--- src/rtl/uart_rx.sv ---
`default_nettype none
//==============================================================================
// Module      : uart_rx
// Description : Oversampling UART receiver, 8 data bits, optional even/odd
//               parity, one stop bit. Start bit is qualified at mid-bit, data,
//               parity and stop are sampled at mid-bit of each bit period.
//               A low stop bit disarms the receiver until the line returns
//               high, so a held-low line (break) yields a single frame.
// Revision    : 1.0 - initial release
//==============================================================================
module uart_rx #(
    parameter int OVERSAMPLE = 16
) (
    input  logic       clk,
    input  logic       rst,
    input  logic       baud_tick,
    input  logic       rx,
    input  logic       parity_en,
    input  logic       parity_odd,
    output logic [7:0] rx_data,
    output logic       rx_valid,
    output logic       parity_err,
    output logic       frame_err,
    output logic       busy
);

    localparam int TW = $clog2(OVERSAMPLE);
    // Last tick of the half bit used to qualify the start bit
    localparam logic [TW-1:0] c_HALF_LAST = TW'(OVERSAMPLE / 2 - 1);
    // Last tick of a full bit period (mid-bit once aligned by the start half)
    localparam logic [TW-1:0] c_BIT_LAST  = TW'(OVERSAMPLE - 1);

    typedef enum logic [2:0] {
        S_IDLE   = 3'd0,
        S_START  = 3'd1,
        S_DATA   = 3'd2,
        S_PARITY = 3'd3,
        S_STOP   = 3'd4
    } state_t;

    state_t          r_state,    w_state_n;
    logic [TW-1:0]   r_tick_cnt, w_tick_cnt_n;
    logic [2:0]      r_bit_cnt,  w_bit_cnt_n;
    logic [7:0]      r_shift,    w_shift_n;
    logic            r_par_en,   w_par_en_n;
    logic            r_par_odd,  w_par_odd_n;
    logic            r_par_pend, w_par_pend_n;
    logic            r_armed,    w_armed_n;
    logic [7:0]      r_rx_data,  w_rx_data_n;
    logic            r_rx_valid, w_rx_valid_n;
    logic            r_par_err,  w_par_err_n;
    logic            r_frm_err,  w_frm_err_n;
    logic            r_rx_meta;
    logic            r_rx_s;

    // Two-flop synchronizer for the asynchronous serial line, idles high
    always_ff @(posedge clk) begin
        if (rst) begin
            r_rx_meta <= 1'b1;
            r_rx_s    <= 1'b1;
        end else begin
            r_rx_meta <= rx;
            r_rx_s    <= r_rx_meta;
        end
    end

    // State, counter and output register update
    always_ff @(posedge clk) begin
        if (rst) begin
            r_state    <= S_IDLE;
            r_tick_cnt <= '0;
            r_bit_cnt  <= 3'd0;
            r_shift    <= 8'h00;
            r_par_en   <= 1'b0;
            r_par_odd  <= 1'b0;
            r_par_pend <= 1'b0;
            r_armed    <= 1'b1;
            r_rx_data  <= 8'h00;
            r_rx_valid <= 1'b0;
            r_par_err  <= 1'b0;
            r_frm_err  <= 1'b0;
        end else begin
            r_state    <= w_state_n;
            r_tick_cnt <= w_tick_cnt_n;
            r_bit_cnt  <= w_bit_cnt_n;
            r_shift    <= w_shift_n;
            r_par_en   <= w_par_en_n;
            r_par_odd  <= w_par_odd_n;
            r_par_pend <= w_par_pend_n;
            r_armed    <= w_armed_n;
            r_rx_data  <= w_rx_data_n;
            r_rx_valid <= w_rx_valid_n;
            r_par_err  <= w_par_err_n;
            r_frm_err  <= w_frm_err_n;
        end
    end

    // Next-state logic: everything advances on baud ticks only, except the
    // valid strobe, which drops on the very next clock
    always_comb begin
        w_state_n    = r_state;
        w_tick_cnt_n = r_tick_cnt;
        w_bit_cnt_n  = r_bit_cnt;
        w_shift_n    = r_shift;
        w_par_en_n   = r_par_en;
        w_par_odd_n  = r_par_odd;
        w_par_pend_n = r_par_pend;
        w_armed_n    = r_armed;
        w_rx_data_n  = r_rx_data;
        w_rx_valid_n = 1'b0;
        w_par_err_n  = r_par_err;
        w_frm_err_n  = r_frm_err;

        if (baud_tick) begin
            // Any tick with the line high re-arms start detection
            if (r_rx_s) begin
                w_armed_n = 1'b1;
            end

            case (r_state)
                S_IDLE: begin
                    if (!r_rx_s && r_armed) begin
                        w_state_n    = S_START;
                        w_tick_cnt_n = '0;
                        w_par_en_n   = parity_en;
                        w_par_odd_n  = parity_odd;
                        w_par_pend_n = 1'b0;
                    end
                end

                S_START: begin
                    if (r_tick_cnt == c_HALF_LAST) begin
                        w_tick_cnt_n = '0;
                        w_bit_cnt_n  = 3'd0;
                        // Line back high at mid start bit: a glitch, ignore it
                        w_state_n    = r_rx_s ? S_IDLE : S_DATA;
                    end else begin
                        w_tick_cnt_n = r_tick_cnt + 1'b1;
                    end
                end

                S_DATA: begin
                    if (r_tick_cnt == c_BIT_LAST) begin
                        w_tick_cnt_n = '0;
                        // LSB arrives first, so shift in from the top
                        w_shift_n    = {r_rx_s, r_shift[7:1]};
                        if (r_bit_cnt == 3'd7) begin
                            w_bit_cnt_n = 3'd0;
                            w_state_n   = r_par_en ? S_PARITY : S_STOP;
                        end else begin
                            w_bit_cnt_n = r_bit_cnt + 3'd1;
                        end
                    end else begin
                        w_tick_cnt_n = r_tick_cnt + 1'b1;
                    end
                end

                S_PARITY: begin
                    if (r_tick_cnt == c_BIT_LAST) begin
                        w_tick_cnt_n = '0;
                        w_par_pend_n = r_rx_s != (^r_shift ^ r_par_odd);
                        w_state_n    = S_STOP;
                    end else begin
                        w_tick_cnt_n = r_tick_cnt + 1'b1;
                    end
                end

                S_STOP: begin
                    if (r_tick_cnt == c_BIT_LAST) begin
                        w_tick_cnt_n = '0;
                        w_rx_data_n  = r_shift;
                        w_rx_valid_n = 1'b1;
                        w_frm_err_n  = ~r_rx_s;
                        w_par_err_n  = r_par_en & r_par_pend;
                        // A low stop bit disarms until the line goes high
                        if (!r_rx_s) begin
                            w_armed_n = 1'b0;
                        end
                        w_state_n    = S_IDLE;
                    end else begin
                        w_tick_cnt_n = r_tick_cnt + 1'b1;
                    end
                end

                default: begin
                    w_state_n    = S_IDLE;
                    w_tick_cnt_n = '0;
                    w_bit_cnt_n  = 3'd0;
                end
            endcase
        end
    end

    assign rx_data    = r_rx_data;
    assign rx_valid   = r_rx_valid;
    assign parity_err = r_par_err;
    assign frame_err  = r_frm_err;
    assign busy       = (r_state != S_IDLE);

endmodule
`default_nettype wire

--- config.mk ---
export PLATFORM = sky130hd
export DESIGN_NAME = uart_rx
export DESIGN_NICKNAME = d
export VERILOG_FILES = /design/src/rtl/uart_rx.sv
export SDC_FILE = /design/constraint.sdc
export NUM_CORES = 1
export LEC_CHECK = 0
export CAP_MARGIN = 0
export CORE_UTILIZATION = 30
export CTS_BUF_LIST = sky130_fd_sc_hd__clkbuf_2 sky130_fd_sc_hd__clkbuf_4 sky130_fd_sc_hd__clkbuf_8
export DETAILED_ROUTE_END_ITERATION = 6
export PLACE_DENSITY_LB_ADDON = 0.1
export REMOVE_ABC_BUFFERS = 1
export SLEW_MARGIN = 15
export SYNTH_ARGS = -nofsm -noshare
export SYNTH_HDL_FRONTEND = slang
export SYNTH_SLANG_ARGS = --single-unit
export TNS_END_PERCENT = 1
--- constraint.sdc ---
create_clock -name clk -period 3.3 [get_ports clk]
set_input_delay 0.825 -clock clk [delete_from_list [all_inputs] [get_ports clk]]
set_output_delay 0.825 -clock clk [all_outputs]
set_load 0.05 [all_outputs]
==> results of run 1 <==
-- flip-flops by register name, summed over array words and instances, names as in the netlist --
| name | flops |
|---|---|
| r_par_pend | 1 |
| r_bit_cnt | 3 |
| r_rx_meta | 1 |
| rx_data | 8 |
| r_par_en | 1 |
| r_state | 3 |
| r_shift | 8 |
| r_rx_s | 1 |
| frame_err | 1 |
| r_par_odd | 1 |
| r_tick_cnt | 4 |
| rx_valid | 1 |
| parity_err | 1 |
| r_armed | 1 |
-- power groups by stage --
stage	combinational [mW]	clock, mW	sequential [mW]
CTS	0.0475	0.325	0.430
finish	0.0470	0.313	0.430
floorplan	0.0255	0	0.438
detailed placement	0.0473	0	0.440
global placement	0.0467	0	0.440
global route	0.0513	0.350	0.431
-- cells in the mapped netlist, drive strengths merged, types with 2 or more instances --
master   n
o21ai    7
ha       3
and3     3
nor2    18
a31oi    2
clkbuf   6
nand2   25
inv      4
or2      3
nor4     3
nand3    4
nor2b    2
a21oi   16
mux2i   14
nor3     6
xnor2    6
buf      5
nand2b   2
dfxtp   35
a211oi   2
-- placed cells by master (no fill, tap or decap), types with 4 or more instances in the layout --
master,Yosys,routed
sky130_fd_sc_hd__clkbuf_8,0,5
sky130_fd_sc_hd__a21oi_1,15,15
sky130_fd_sc_hd__clkdlybuf4s50_1,0,17
sky130_fd_sc_hd__mux2i_1,14,14
sky130_fd_sc_hd__nand3_1,4,4
sky130_fd_sc_hd__nor2_1,18,18
sky130_fd_sc_hd__nor3_1,4,4
sky130_fd_sc_hd__xnor2_1,6,6
sky130_fd_sc_hd__o21ai_1,5,5
sky130_fd_sc_hd__nand2_1,25,25
sky130_fd_sc_hd__dfxtp_1,35,35
-- worst max-delay path: cells and delay by family (launching register included) --
kind | cells | cell delay [ns]
simple gates | 1 | 0.49
buf+inv | 2 | 0.83
flops | 1 | 0.45
-- logic make-up after synthesis --
family,count (synthesis),share of synthesized area [%]
AOI/OAI and AO/OA,33,12.7
xor gates and xnor gates,8,4.97
adders and majority gates,3,2.22
buffers and inverters,15,4.74
DFF,35,41.5
muxes,15,9.19
and+or+nand+nor,76,24.6
-- worst max path at each step --
stage / startpoint / endpoint / slack, ns / cells after the start
after global routing: r_state[0]$_SDFFE_PP0P_ / busy / 0.30 / 3
final: r_state[0]$_SDFFE_PP0P_ / busy / 0.42 / 3
after floorplan: r_state[0]$_SDFFE_PP0P_ / r_state[2]$_SDFFE_PP0P_ / 1.51 / 5
after CTS: r_state[0]$_SDFFE_PP0P_ / busy / 0.41 / 3
after detailed placement: r_state[0]$_SDFFE_PP0P_ / busy / 0.73 / 3
after global placement: r_state[0]$_SDFFE_PP0P_ / busy / 0.74 / 3
-- metal layers --
layer,GRT usage [%],up-vias,part of all wire (%),routed length [um]
li1,-,679,-,-
met1,18.2,609,51,1820
met3,3.93,4,4.9,175
met2,18.9,39,43,1520
met4,5.09,0,1.1,40
met5,0,-,0,0
-- stage by stage --
| stage | utilization (%) | std cells | hold slack (ns) |
|---|---|---|---|
| 6_report | 37.8 | 272 | 0.417 |
| 5_1_grt | 37.8 | 272 | 0.456 |
| 4_1_cts | 37.8 | 272 | 0.417 |
| 3_5_place_dp | 36.1 | 264 | 0.400 |
| 3_3_place_gp | 36.1 | 264 | 0.392 |
| 2_1_floorplan | - | 174 | 0.389 |
-- cell type report --
class | count | area (um2)
fillers | 569 | 3280
flip-flops and latches | 35 | 701
multi-input cells | 135 | 907
clock inverters | 2 | 12.5
clock buffers | 6 | 76.3
well taps | 70 | 87.6
inverters | 4 | 15.0
repair buffers | 20 | 193
==> impl_metrics.prom, run 1 <==
# TYPE chip_impl_metric gauge
chip_impl_metric{name="grtUsageTotal",unit="%"} 13.1
chip_impl_info{name="reg2reg_from",value="r_state[2]$_SDFFE_PP0P_"} 1
chip_impl_info{name="tritoncts",value="built"} 1
chip_impl_metric{name="drt-total-wl",unit="mm"} 3.56
chip_impl_info{name="netlist.top_cell.by_area",value="sky130_fd_sc_hd__dfxtp_1"} 1
chip_impl_metric{name="final_critical_period",unit="ns"} 2.88
chip_impl_metric{name="ioPinCount",unit=""} 18
chip_impl_metric{name="critPathMaxStageDelay",unit="ns"} 0.72
chip_impl_metric{name="grt_pass1_wl",unit="mm"} 6.10
chip_impl_info{name="status",value="completed"} 1
chip_impl_metric{name="largest_buffer_count_on_any_clock_path",unit=""} 2
chip_impl_metric{name="post-place-ws",unit="ns"} 0.733
chip_impl_metric{name="postCtsHoldBufs",unit=""} 0
chip_impl_info{name="start_kind",value="flip-flop"} 1
chip_impl_metric{name="largest_net_degree_at_the_start_of_global_routing",unit=""} 20
chip_impl_metric{name="area_delta_synth_final",unit="%"} 18.0
chip_impl_info{name="critical_path.endpoint_type",value="output pin"} 1
chip_impl_metric{name="crit_fanout",unit=""} 11
chip_impl_metric{name="die_x",unit="um"} 77.0
chip_impl_metric{name="placement.cell_area",unit="um2"} 1900
chip_impl_metric{name="synth_enable_flop_cells",unit=""} 0
chip_impl_metric{name="hold_depth",unit=""} 1
chip_impl_metric{name="cts_resized",unit=""} 0
chip_impl_metric{name="initial_antenna_violation_count",unit=""} 0
chip_impl_info{name="worst_min_delay_path_category",value="flip-flop to flip-flop"} 1
chip_impl_metric{name="viasPerCell",unit=""} 4.89
chip_impl_metric{name="power.total",unit="mW"} 0.790
chip_impl_metric{name="fmax",unit="GHz"} 0.347
chip_impl_metric{name="initial_cell_density_of_the_core",unit="%"} 32.0
chip_impl_metric{name="grt-ovfl-total",unit=""} 0
chip_impl_info{name="hold-path-endpoint",value="r_rx_s$_SDFF_PP1_"} 1
chip_impl_metric{name="clk_slew_on_worst_s_h_paths",unit="ns"} 0.07
chip_impl_metric{name="detailed_place_hpwl",unit="mm"} 2.54
chip_impl_metric{name="design.core.area",unit="um2"} 5270
chip_impl_metric{name="cap_viol_max_count",unit=""} 0
chip_impl_metric{name="slew_headroom",unit="%"} 62.6
chip_impl_metric{name="cts_inserted_buffers",unit=""} 5
chip_impl_info{name="grt_setup_unrepaired",value="no"} 1
chip_impl_metric{name="worst_max_slew_pin_slew",unit="ns"} 0.557
chip_impl_metric{name="synth.top_cell.area_share",unit="%"} 41.5
chip_impl_metric{name="postLayoutSetupSlackWorst",unit="ns"} 0.419
chip_impl_metric{name="power_frac_seq",unit="%"} 54.5
chip_impl_metric{name="std_cell_rows",unit=""} 26
chip_impl_metric{name="hold_violations",unit=""} 0
chip_impl_metric{name="post_synth.cell_area_avg",unit="um2"} 9.12
chip_impl_metric{name="min_period_over_period",unit="%"} 87.3
chip_impl_metric{name="clock_share_of_power",unit="%"} 39.6
chip_impl_metric{name="async_reset_ff_share",unit="%"} 0
chip_impl_metric{name="final_layout_net_count",unit=""} 210
chip_impl_metric{name="final_max_slew_viol_count",unit=""} 0
chip_impl_metric{name="height_of_the_chip",unit="um"} 77.0
chip_impl_metric{name="drive_gt1_share",unit="%"} 11.9
chip_impl_metric{name="synth_sequential_area_ratio",unit="%"} 41.5
chip_impl_metric{name="vias",unit=""} 1331
chip_impl_metric{name="skew",unit="ns"} 0.00809
chip_impl_metric{name="tritoncts_num_sinks",unit=""} 35
chip_impl_info{name="worst-setup-path-type",value="flip-flop to output pin"} 1
chip_impl_metric{name="p_sw_share",unit="%"} 24.0
chip_impl_metric{name="p_per_area",unit="nW/um2"} 396
chip_impl_metric{name="timing.critical_path.arrival",unit="ns"} 2.06
chip_impl_metric{name="worst_skew_pair.late_latency",unit="ns"} 0.29
chip_impl_metric{name="critPathRequiredTime",unit="ns"} 2.47
chip_impl_metric{name="power.net_switching",unit="mW"} 0.190
chip_impl_info{name="synthFlopType",value="sky130_fd_sc_hd__dfxtp_1"} 1
chip_impl_metric{name="grt_pass1_vias",unit=""} 1232
chip_impl_info{name="synth_top_cells_by_area",value="sky130_fd_sc_hd__dfxtp_1 42%, sky130_fd_sc_hd__mux2i_1 8.3%, sky130_fd_sc_hd__nand2_1 5.6%"} 1
chip_impl_metric{name="first_pass_iters",unit=""} 4
chip_impl_metric{name="number_of_port_buffers",unit=""} 17
chip_impl_metric{name="drcViolationCount",unit=""} 0
chip_impl_info{name="clock-root-buffer",value="sky130_fd_sc_hd__clkbuf_8"} 1
chip_impl_metric{name="design_area",unit="um2"} 1990
chip_impl_info{name="r2r-end",value="r_state[2]$_SDFFE_PP0P_"} 1
chip_impl_metric{name="leakage_power_summed_over_all_cells",unit="nW"} 0.668
chip_impl_metric{name="routed_wire_length_per_instance",unit="um"} 13.1
chip_impl_metric{name="finalWeightedCongestion",unit=""} 0.744
chip_impl_metric{name="regToRegSetupSlack",unit="ns"} 1.31
chip_impl_metric{name="internal_power",unit="mW"} 0.600
chip_impl_metric{name="drt_iter0_markers",unit=""} 59
chip_impl_metric{name="final_antenna_net_count",unit=""} 0
chip_impl_metric{name="timing.final.setup_violations",unit=""} 0
chip_impl_metric{name="synthesis.instances",unit=""} 185
chip_impl_metric{name="yosys_warning_count",unit=""} 0
chip_impl_metric{name="share_comb_of_total_power",unit="%"} 6.0
chip_impl_metric{name="vdd_ir_drop_max",unit="uV"} 147
chip_impl_metric{name="ys_types",unit=""} 50
chip_impl_metric{name="ys_ff_latch",unit=""} 35
chip_impl_info{name="cp_cell_sequence",value="nor3_2 > inv_2 > clkdlybuf4s50_1"} 1
chip_impl_metric{name="cts.htree.levels",unit=""} 2
chip_impl_metric{name="rr_worst_depth",unit=""} 4
chip_impl_metric{name="synth_area",unit="um2"} 1690
chip_impl_metric{name="total_die_area",unit="um2"} 5930
chip_impl_metric{name="insertedDiodeCount",unit=""} 0
chip_impl_info{name="crit_slowest_cell",value="sky130_fd_sc_hd__clkdlybuf4s50_1"} 1
chip_impl_info{name="hold_path_start",value="r_rx_meta$_SDFF_PP1_"} 1
chip_impl_metric{name="setup_total_negative_slack",unit="ns"} 0
chip_impl_metric{name="number_of_post_cts_setup_repair_buffers",unit=""} 0
(Power assumes the default switching activity.)
==> run 2: changes to the inputs <==
--- a/config.mk
+++ b/config.mk
@@ -6,9 +6,10 @@
 export NUM_CORES = 1
 export LEC_CHECK = 0
 export CAP_MARGIN = 0
-export CORE_UTILIZATION = 30
+export CORE_UTILIZATION = 62
 export CTS_BUF_LIST = sky130_fd_sc_hd__clkbuf_2 sky130_fd_sc_hd__clkbuf_4 sky130_fd_sc_hd__clkbuf_8
 export DETAILED_ROUTE_END_ITERATION = 6
+export GPL_ROUTABILITY_DRIVEN = 1
 export PLACE_DENSITY_LB_ADDON = 0.1
 export REMOVE_ABC_BUFFERS = 1
 export SLEW_MARGIN = 15
==> run 2 against run 1 <==
Effect of this change: fmax fell by 2.3%; highest routed layer unchanged; count of clock-buffer cells in the layout fell by 1; utilization increased by 38 points; sequential cell count unchanged; critical path type unchanged; via count increased by 2.3%; first-iteration DRC count is 25% lower.
==> impl_metrics.prom, run 2 (synthesis gave the netlist of run 1 again) <==
# TYPE chip_impl_metric gauge
chip_impl_info{name="grt_setup_unrepaired",value="no"} 1
chip_impl_metric{name="postCtsHoldBufs",unit=""} 0
chip_impl_info{name="crit_slowest_cell",value="sky130_fd_sc_hd__clkdlybuf4s50_1"} 1
chip_impl_metric{name="critPathMaxStageDelay",unit="ns"} 0.72
chip_impl_metric{name="timing.final.setup_violations",unit=""} 0
chip_impl_metric{name="cap_viol_max_count",unit=""} 0
chip_impl_metric{name="total_die_area",unit="um2"} 2930
chip_impl_metric{name="critical_path_depth",unit=""} 3
chip_impl_metric{name="grtUsageTotal",unit="%"} 25.4
chip_impl_metric{name="p_per_area",unit="nW/um2"} 373
chip_impl_metric{name="drt-total-wl",unit="mm"} 3.29
chip_impl_metric{name="viasPerCell",unit=""} 5.90
chip_impl_metric{name="worst_max_slew_pin_slew",unit="ns"} 0.711
chip_impl_metric{name="skew",unit="ns"} 0.0122
chip_impl_metric{name="routed_wire_length_per_instance",unit="um"} 14.2
chip_impl_info{name="layout.cells.most_common_list",value="35 x sky130_fd_sc_hd__dfxtp_1, 25 x sky130_fd_sc_hd__nand2_1, 18 x sky130_fd_sc_hd__nor2_1"} 1
chip_impl_metric{name="multi_input_gate_area",unit="um2"} 907
chip_impl_info{name="worst_min_delay_path_category",value="flip-flop to flip-flop"} 1
chip_impl_metric{name="crit_fanout",unit=""} 11
chip_impl_metric{name="hold_depth",unit=""} 1
chip_impl_metric{name="leakage_power_summed_over_all_cells",unit="nW"} 0.645
chip_impl_info{name="critPathTopFamily",value="buffers and inverters"} 1
chip_impl_info{name="final_common_cell",value="sky130_fd_sc_hd__dfxtp_1"} 1
chip_impl_metric{name="vias",unit=""} 1362
chip_impl_metric{name="clk_slew_on_worst_s_h_paths",unit="ns"} 0.11
chip_impl_metric{name="critPathRequiredTime",unit="ns"} 2.47
chip_impl_metric{name="vdd_ir_drop_max",unit="uV"} 353
chip_impl_metric{name="final_critical_period",unit="ns"} 2.95
chip_impl_metric{name="fmax",unit="GHz"} 0.339
chip_impl_metric{name="die_x",unit="um"} 54.2
chip_impl_metric{name="min_period_over_period",unit="%"} 89.3
chip_impl_metric{name="design.core.area",unit="um2"} 2520
chip_impl_metric{name="timing.critical_path.arrival",unit="ns"} 2.12
chip_impl_metric{name="cts.htree.levels",unit=""} 2
chip_impl_metric{name="drcViolationCount",unit=""} 0
chip_impl_info{name="start_kind",value="flip-flop"} 1
chip_impl_metric{name="drive_gt1_share",unit="%"} 11.4
chip_impl_metric{name="slew_headroom",unit="%"} 52.4
chip_impl_info{name="cp_cell_sequence",value="nor3_2 > inv_2 > clkdlybuf4s50_1"} 1
chip_impl_info{name="tritoncts",value="built"} 1
chip_impl_metric{name="placement.cell_area",unit="um2"} 1850
chip_impl_metric{name="worstPathBufferInverterCount",unit=""} 2
chip_impl_metric{name="design_area",unit="um2"} 1900
chip_impl_info{name="status",value="completed"} 1
chip_impl_metric{name="area_delta_synth_final",unit="%"} 12.8
chip_impl_metric{name="grt_pass1_wl",unit="mm"} 5.16
chip_impl_metric{name="largest_buffer_count_on_any_clock_path",unit=""} 2
chip_impl_metric{name="final.fill_count",unit=""} 198
chip_impl_metric{name="initial_cell_density_of_the_core",unit="%"} 66.9
chip_impl_metric{name="register_area",unit="um2"} 701
chip_impl_metric{name="setup_total_negative_slack",unit="ns"} 0
chip_impl_metric{name="grt_pass1_vias",unit=""} 1150
chip_impl_metric{name="final_layout_net_count",unit=""} 209
chip_impl_metric{name="rr_worst_depth",unit=""} 4
chip_impl_metric{name="initial_antenna_violation_count",unit=""} 0
chip_impl_metric{name="cts_resized",unit=""} 0
chip_impl_metric{name="ioPinCount",unit=""} 18
chip_impl_info{name="critical_path.endpoint_type",value="output pin"} 1
chip_impl_metric{name="grt-ovfl-total",unit=""} 0
chip_impl_info{name="clock-root-buffer",value="sky130_fd_sc_hd__clkbuf_4"} 1
chip_impl_metric{name="cts_inserted_buffers",unit=""} 5
chip_impl_metric{name="height_of_the_chip",unit="um"} 54.2
chip_impl_metric{name="finalWeightedCongestion",unit=""} 0.798
chip_impl_metric{name="number_of_port_buffers",unit=""} 17
chip_impl_metric{name="final_antenna_net_count",unit=""} 0
chip_impl_metric{name="tritoncts_num_sinks",unit=""} 35
chip_impl_metric{name="final_max_slew_viol_count",unit=""} 0
chip_impl_metric{name="insertedDiodeCount",unit=""} 0
chip_impl_info{name="worst-setup-path-type",value="flip-flop to output pin"} 1
chip_impl_metric{name="largest_net_degree_at_the_start_of_global_routing",unit=""} 20
chip_impl_metric{name="first_pass_iters",unit=""} 4
chip_impl_metric{name="number_of_post_cts_setup_repair_buffers",unit=""} 0
chip_impl_metric{name="detailed_place_hpwl",unit="mm"} 2.35
chip_impl_metric{name="std_cell_rows",unit=""} 18
chip_impl_metric{name="worst_skew_pair.late_latency",unit="ns"} 0.35
chip_impl_metric{name="hold_violations",unit=""} 0
chip_impl_metric{name="drt_iter0_markers",unit=""} 44
[run 2: changes by cell type in the layout (fill, tap and decap cells not counted)]
cell / change
sky130_fd_sc_hd__buf_4: -1
sky130_fd_sc_hd__clkinvlp_4: +1
sky130_fd_sc_hd__clkbuf_8: -5
sky130_fd_sc_hd__clkbuf_4: +4
[run 2: layout make-up]
type	instances	share of cell area [%]
Multi-Input combinational cell	135	47.7
Sequential cell	35	36.8
Timing Repair Buffer	19	9.73
Clock buffer	5	1.97
Tap cell	30	1.97
Clock inverter	3	1.05
Inverter	4	0.789
[run 2: worst reg2reg max path, cell delays in order (launching register included)]
cell                       delay [ns]
sky130_fd_sc_hd__dfxtp_1         0.54
sky130_fd_sc_hd__nand2b_1        0.41
sky130_fd_sc_hd__a21oi_4         0.14
sky130_fd_sc_hd__nor4_4          0.42
sky130_fd_sc_hd__mux2_4          0.34
[run 2: power by group]
group	internal, mW	leakage [nW]	switching, mW
clock network	0.0812	0.0272	0.152
registers	0.425	0.282	0.00528
logic	0.0194	0.336	0.0267
[run 2: worst paths after layout]
| check | startpoint | endpoint | slack (ns) |
|---|---|---|---|
| setup / recovery | r_state[0]$_SDFFE_PP0P_ | busy | 0.35 |
| hold / removal | r_rx_meta$_SDFF_PP1_ | r_rx_s$_SDFF_PP1_ | 0.44 |
| setup reg to reg | r_state[2]$_SDFFE_PP0P_ | r_state[2]$_SDFFE_PP0P_ | 1.35 |
| hold reg to reg | r_rx_meta$_SDFF_PP1_ | r_rx_s$_SDFF_PP1_ | 0.44 |
[run 2: routing by layer]
| layer | up-vias | GRT usage [%] | routed length, um |
|---|---|---|---|
| met3 | 6 | 9.32 | 192 |
| met4 | 0 | 8.55 | 48 |
| li1 | 679 | - | - |
| met1 | 638 | 32.2 | 1440 |
| met2 | 39 | 39.4 | 1610 |
| met5 | - | 0 | 0 |
[run 2: per-stage QoR]
stage | total power, mW | utilization (%) | cells | setup slack [ns] | hold slack, ns
after global routing | 0.736 | 75.4 | 231 | 0.272 | 0.461
after CTS | 0.716 | 75.4 | 231 | 0.349 | 0.449
after detailed placement | 0.485 | 73.2 | 223 | 0.645 | 0.418
final | 0.710 | 75.4 | 231 | 0.352 | 0.442
after floorplan | 0.464 | - | 174 | 1.51 | 0.389
after global placement | 0.484 | 73.2 | 223 | 0.757 | 0.399
==> run 3: changes to the inputs <==
--- a/config.mk
+++ b/config.mk
@@ -16,4 +16,3 @@
 export SYNTH_ARGS = -nofsm -noshare
 export SYNTH_HDL_FRONTEND = slang
 export SYNTH_SLANG_ARGS = --single-unit
-export TNS_END_PERCENT = 1
==> results of run 3 <==
Final layout, timing and power as in run 2 (identical DEF).
==> patch 1, RTL diff (settings of run 3) <==
Reset style: asynchronous (`rst`), changed in 2 clocked blocks.
--- a/src/rtl/uart_rx.sv
+++ b/src/rtl/uart_rx.sv
@@ -55,5 +55,5 @@
 
     // Two-flop synchronizer for the asynchronous serial line, idles high
-    always_ff @(posedge clk) begin
+    always_ff @(posedge clk or posedge rst) begin
         if (rst) begin
             r_rx_meta <= 1'b1;
@@ -66,5 +66,5 @@
 
     // State, counter and output register update
-    always_ff @(posedge clk) begin
+    always_ff @(posedge clk or posedge rst) begin
         if (rst) begin
             r_state    <= S_IDLE;
Formal check against the unedited RTL: differs if rst is asserted again (counterexample within 4 cycles, from zero or initial values and one cycle with rst high); with rst held inactive, the same outputs for 10 cycles.
==> patch 1 against run 3 <==
First-iteration DRC count down 73%; setup slack gained 0.066 ns; final area rose by 1.1%; sequential cell count unchanged; wire length decreased by 11%; synthesized cell count fell by 28%; synthesized area is 0.30% lower.
Power is not compared: it rests on default switching activity, and its combinational part moved more than twofold at a synthesized area within 25%.
==> patch 1: results (changes against run 3) <==
- Outcome: finished clean (unchanged)
- Multiplexer share of the synthesized area: 16.1% (was 9.19%)
- DR iter-0 viols: 12 (was 44)
- Post-layout nets: 162 (was 209)
- Worst hold start: r_rx_meta$_DFF_PP1_ (was r_rx_meta$_SDFF_PP1_)
- Wire per inst: 16.0 um (was 14.2 um)
- Synth unique cells: 45 (was 50)
- Synth cell count leaders: dfrtp_1, mux2_2, inv_1, nand2_1 (was dfxtp_1, nand2_1, nor2_1, a21oi_1, mux2i_1)
- Fraction of layout cells with a size suffix above 1: 24.8% (was 11.4%)
- WP data arrival: 2.06 ns (was 2.12 ns)
- Ys async rst share: 100% (was 0%)
- Dpl hpwl: 2140 um (was 2350 um)
- Critical path origin: r_state[2]$_DFFE_PP0P_ (was r_state[0]$_SDFFE_PP0P_)
- Clock skew: 0.00547 ns (was 0.0122 ns)
- Placed cell count: 176 (was 223)
- Pin count of the biggest net entering global routing: 20 (unchanged)
- R2r endpoint: r_shift[1]$_DFFE_PP0P_ (was r_state[2]$_SDFFE_PP0P_)
- Syn Area/Cell: 12.7 um^2 (was 9.12 um^2)
- Fillers: 183 (was 198)
- Hold Path Sink: r_rx_s$_DFF_PP1_ (was r_rx_s$_SDFF_PP1_)
- Reg clk slew, reported paths: 0.09 ns (was 0.11 ns)
- Final Cycle Share: 87.3% (was 89.3%)
- Hold slack: 0.361 ns (was 0.442 ns)
- Synth Area in Compound Gates: 10.1% (was 12.8%)
- GP Congestion: 0.770 (was 0.798)
- Ys flop type: dfrtp_1 (was dfxtp_1)
- Placement Setup Slack: 0.693 ns (was 0.645 ns)
- Top post-synthesis cells by area: dfrtp_1, mux2_2, dfstp_2 (was dfxtp_1, mux2i_1, nand2_1)
- WHS Path Cells: 0 (was 1)
- Clk buf depth: 2 (unchanged)
- Vias: 1102 (was 1362)
- Worst-path maximum fanout: 12 (was 11)
- Post-synthesis adder-cell area fraction: 2.23% (was 2.22%)
- R2R cell count: 3 (was 4)
- Sequential fraction of the synthesis area: 52.3% (was 41.5%)
- Post-Synth XOR/XNOR Area: 5.95% (was 4.97%)
- Clk Latency, worst-skew pair: 0.33 ns (was 0.35 ns)
[patch 1: power breakdown]
group | internal [mW] | switching (mW) | total, mW
Combinational | 0.182 | 0.213 | 0.396
Sequential | 0.493 | 0.113 | 0.606
Clock | 0.0987 | 0.131 | 0.230
[patch 1: layer usage]
layer	part of all wire, %	track usage [%]	wire [um]	up-vias
met3	3.7	8.47	107	6
met2	50	40.1	1460	20
met5	0	0	0	-
li1	-	-	-	516
met4	1.3	7.69	37	0
met1	45	28.4	1320	560
[patch 1: worst max-delay path, delay by kind of cell, from the launching register on]
kind / cells / cell delay (ns)
simple gates: 1 / 0.47
buf+inv: 1 / 0.71
flops: 1 / 0.56
[patch 1: final cells by class]
cell class | count | share of cell area, %
multi-input combinational | 86 | 38.8
timing repair buffer | 18 | 9.23
tap | 30 | 1.95
clock inverter | 1 | 0.260
inverter | 7 | 1.37
sequential | 35 | 45.7
clock buffer | 6 | 2.67
==> patch 2, RTL diff (config.mk and constraints of run 3) <==
Made on the original files. Change the parameter `OVERSAMPLE` from 16 to 64.
--- a/src/rtl/uart_rx.sv
+++ b/src/rtl/uart_rx.sv
@@ -10,5 +10,5 @@
 //==============================================================================
 module uart_rx #(
-    parameter int OVERSAMPLE = 16
+    parameter int OVERSAMPLE = 64
 ) (
     input  logic       clk,
Function: no difference found for any inputs over 10 cycles, from zero or initial values and one cycle with rst high; that may be too few to reach the edited logic, so the function may still have changed.
==> patch 2 against run 3 <==
Final area increased by 2.4%; sequential power increased by 5.6%; synthesized area increased by 1.2%; synthesized cell count decreased by 1.6%; setup slack improved by 0.044 ns; sequential cell count increased by 2; via count decreased by 1.1%; wire length increased by 3.3%; total power increased by 2.9%.
==> patch 2: results (changes against run 3) <==
- Fraction of layout cells with a size suffix above 1: 9.00% (was 11.4%)
- Worst-path maximum fanout: 15 (was 11)
- Post-CTS Repair Setup Buffers: 0 (unchanged)
- Critical path's slowest cell: clkdlybuf4s50_1 (unchanged)
- VDD IR max: 389 uV (was 353 uV)
- Clock skew: 0.00798 ns (was 0.0122 ns)
- Ys flop type: dfxtp_1 (unchanged)
- CTS buffer count: 5 (unchanged)
- Vias: 1347 (was 1362)
- Outcome: finished clean (unchanged)
- Post-CTS sizing: 0 (unchanged)
- Pin count of the biggest net entering global routing: 22 (was 20)
- Root Driver: clkbuf_4 (unchanged)
- Initial antenna violation count: 0 (unchanged)
- H-Tree Depth: 2 (unchanged)
- Finished layout cell area: 1950 um^2 (was 1900 um^2)
- Worst-Margin Slew: 0.529 ns (was 0.711 ns)
- GP Congestion: 0.818 (was 0.798)
- Clk buf depth: 2 (unchanged)
- Fillers: 181 (was 198)
- Delay-heaviest family, CP: buffers and inverters (unchanged)
- Clk Latency, worst-skew pair: about 0.34 ns
- Synth unique cells: 42 (was 50)
- WP data arrival: 2.08 ns (was 2.12 ns)
- Global-route wire length before repair: 5330 um (was 5160 um)
- Top post-synthesis cells by area: dfxtp_1, mux2i_1, nor2_1 (was dfxtp_1, mux2i_1, nand2_1)
- Post-layout nets: 208 (was 209)
- Dpl hpwl: 2450 um (was 2350 um)
- Reg clk slew, reported paths: 0.11 ns (about the same)
- P_leak: 0.690 nW (was 0.645 nW)
- Number of global-route vias before repair: 1232 (was 1150)
- Wire per inst: 14.8 um (was 14.2 um)
- Sequential fraction of the synthesis area: 43.4% (was 41.5%)
- # diodes: 0 (unchanged)
- Port bufs: 17 (unchanged)
- Total GRT Usage: 26.4% (was 25.4%)
- DR iter-0 viols: 30 (was 44)
- Ys Warns: 0 (unchanged)
- Worst hold path class: flop to flop (unchanged)
- Synth cell count leaders: dfxtp_1, nor2_1, mux2i_1, a21oi_1, nand2_1 (was dfxtp_1, nand2_1, nor2_1, a21oi_1, mux2i_1)
- Max incr delay on CP: 0.83 ns (was 0.72 ns)
[patch 2: per-stage QoR]
stage          instances  setup WS (ns)
6_report             230          0.397
5_1_grt              230          0.291
4_1_cts              230          0.416
3_5_place_dp         222          0.771
3_3_place_gp         222          0.842
2_1_floorplan        173           1.42
[patch 2: worst paths after layout]
check | start | endpoint | slack (ns) | depth (start not counted)
min | r_rx_meta$_SDFF_PP1_ | r_rx_s$_SDFF_PP1_ | 0.43 | 1
min reg2reg | r_rx_meta$_SDFF_PP1_ | r_rx_s$_SDFF_PP1_ | 0.43 | 1
max reg2reg | r_tick_cnt[0]$_SDFFE_PP0P_ | rx_data[5]$_SDFFE_PP0P_ | 1.40 | 6
max | r_state[2]$_SDFFE_PP0P_ | busy | 0.40 | 2
[patch 2: cells by family after synthesis]
kind of cell	share of synthesized area (%)
compound gates	11.5
mux	12.3
buf+inv	2.20
xor+xnor	6.01
fa+ha+maj	2.20
simple gates	22.4
flops	43.4
[patch 2: power by group]
group | total [mW] | internal (mW) | switching (mW)
clock network | 0.237 | 0.0894 | 0.148
logic | 0.0395 | 0.0167 | 0.0227
registers | 0.454 | 0.449 | 0.00434
[patch 2: cell type report]
| class | instances | share of cell area (%) |
|---|---|---|
| Clock buffer | 6 | 2.31 |
| Sequential cell | 37 | 38.0 |
| Multi-Input combinational cell | 136 | 47.7 |
| Timing Repair Buffer | 19 | 9.51 |
| Tap cell | 30 | 1.93 |
| Clock inverter | 2 | 0.514 |
[patch 2: per-layer routing]
| layer | vias to the layer above | GRT usage (%) | part of all wire [%] |
|---|---|---|---|
| li1 | 676 | - | - |
| met1 | 645 | 28.7 | 43 |
| met2 | 20 | 46.7 | 53 |
| met3 | 6 | 6.11 | 3.3 |
| met4 | 0 | 14.5 | 1.3 |
| met5 | - | 0 | 0 |
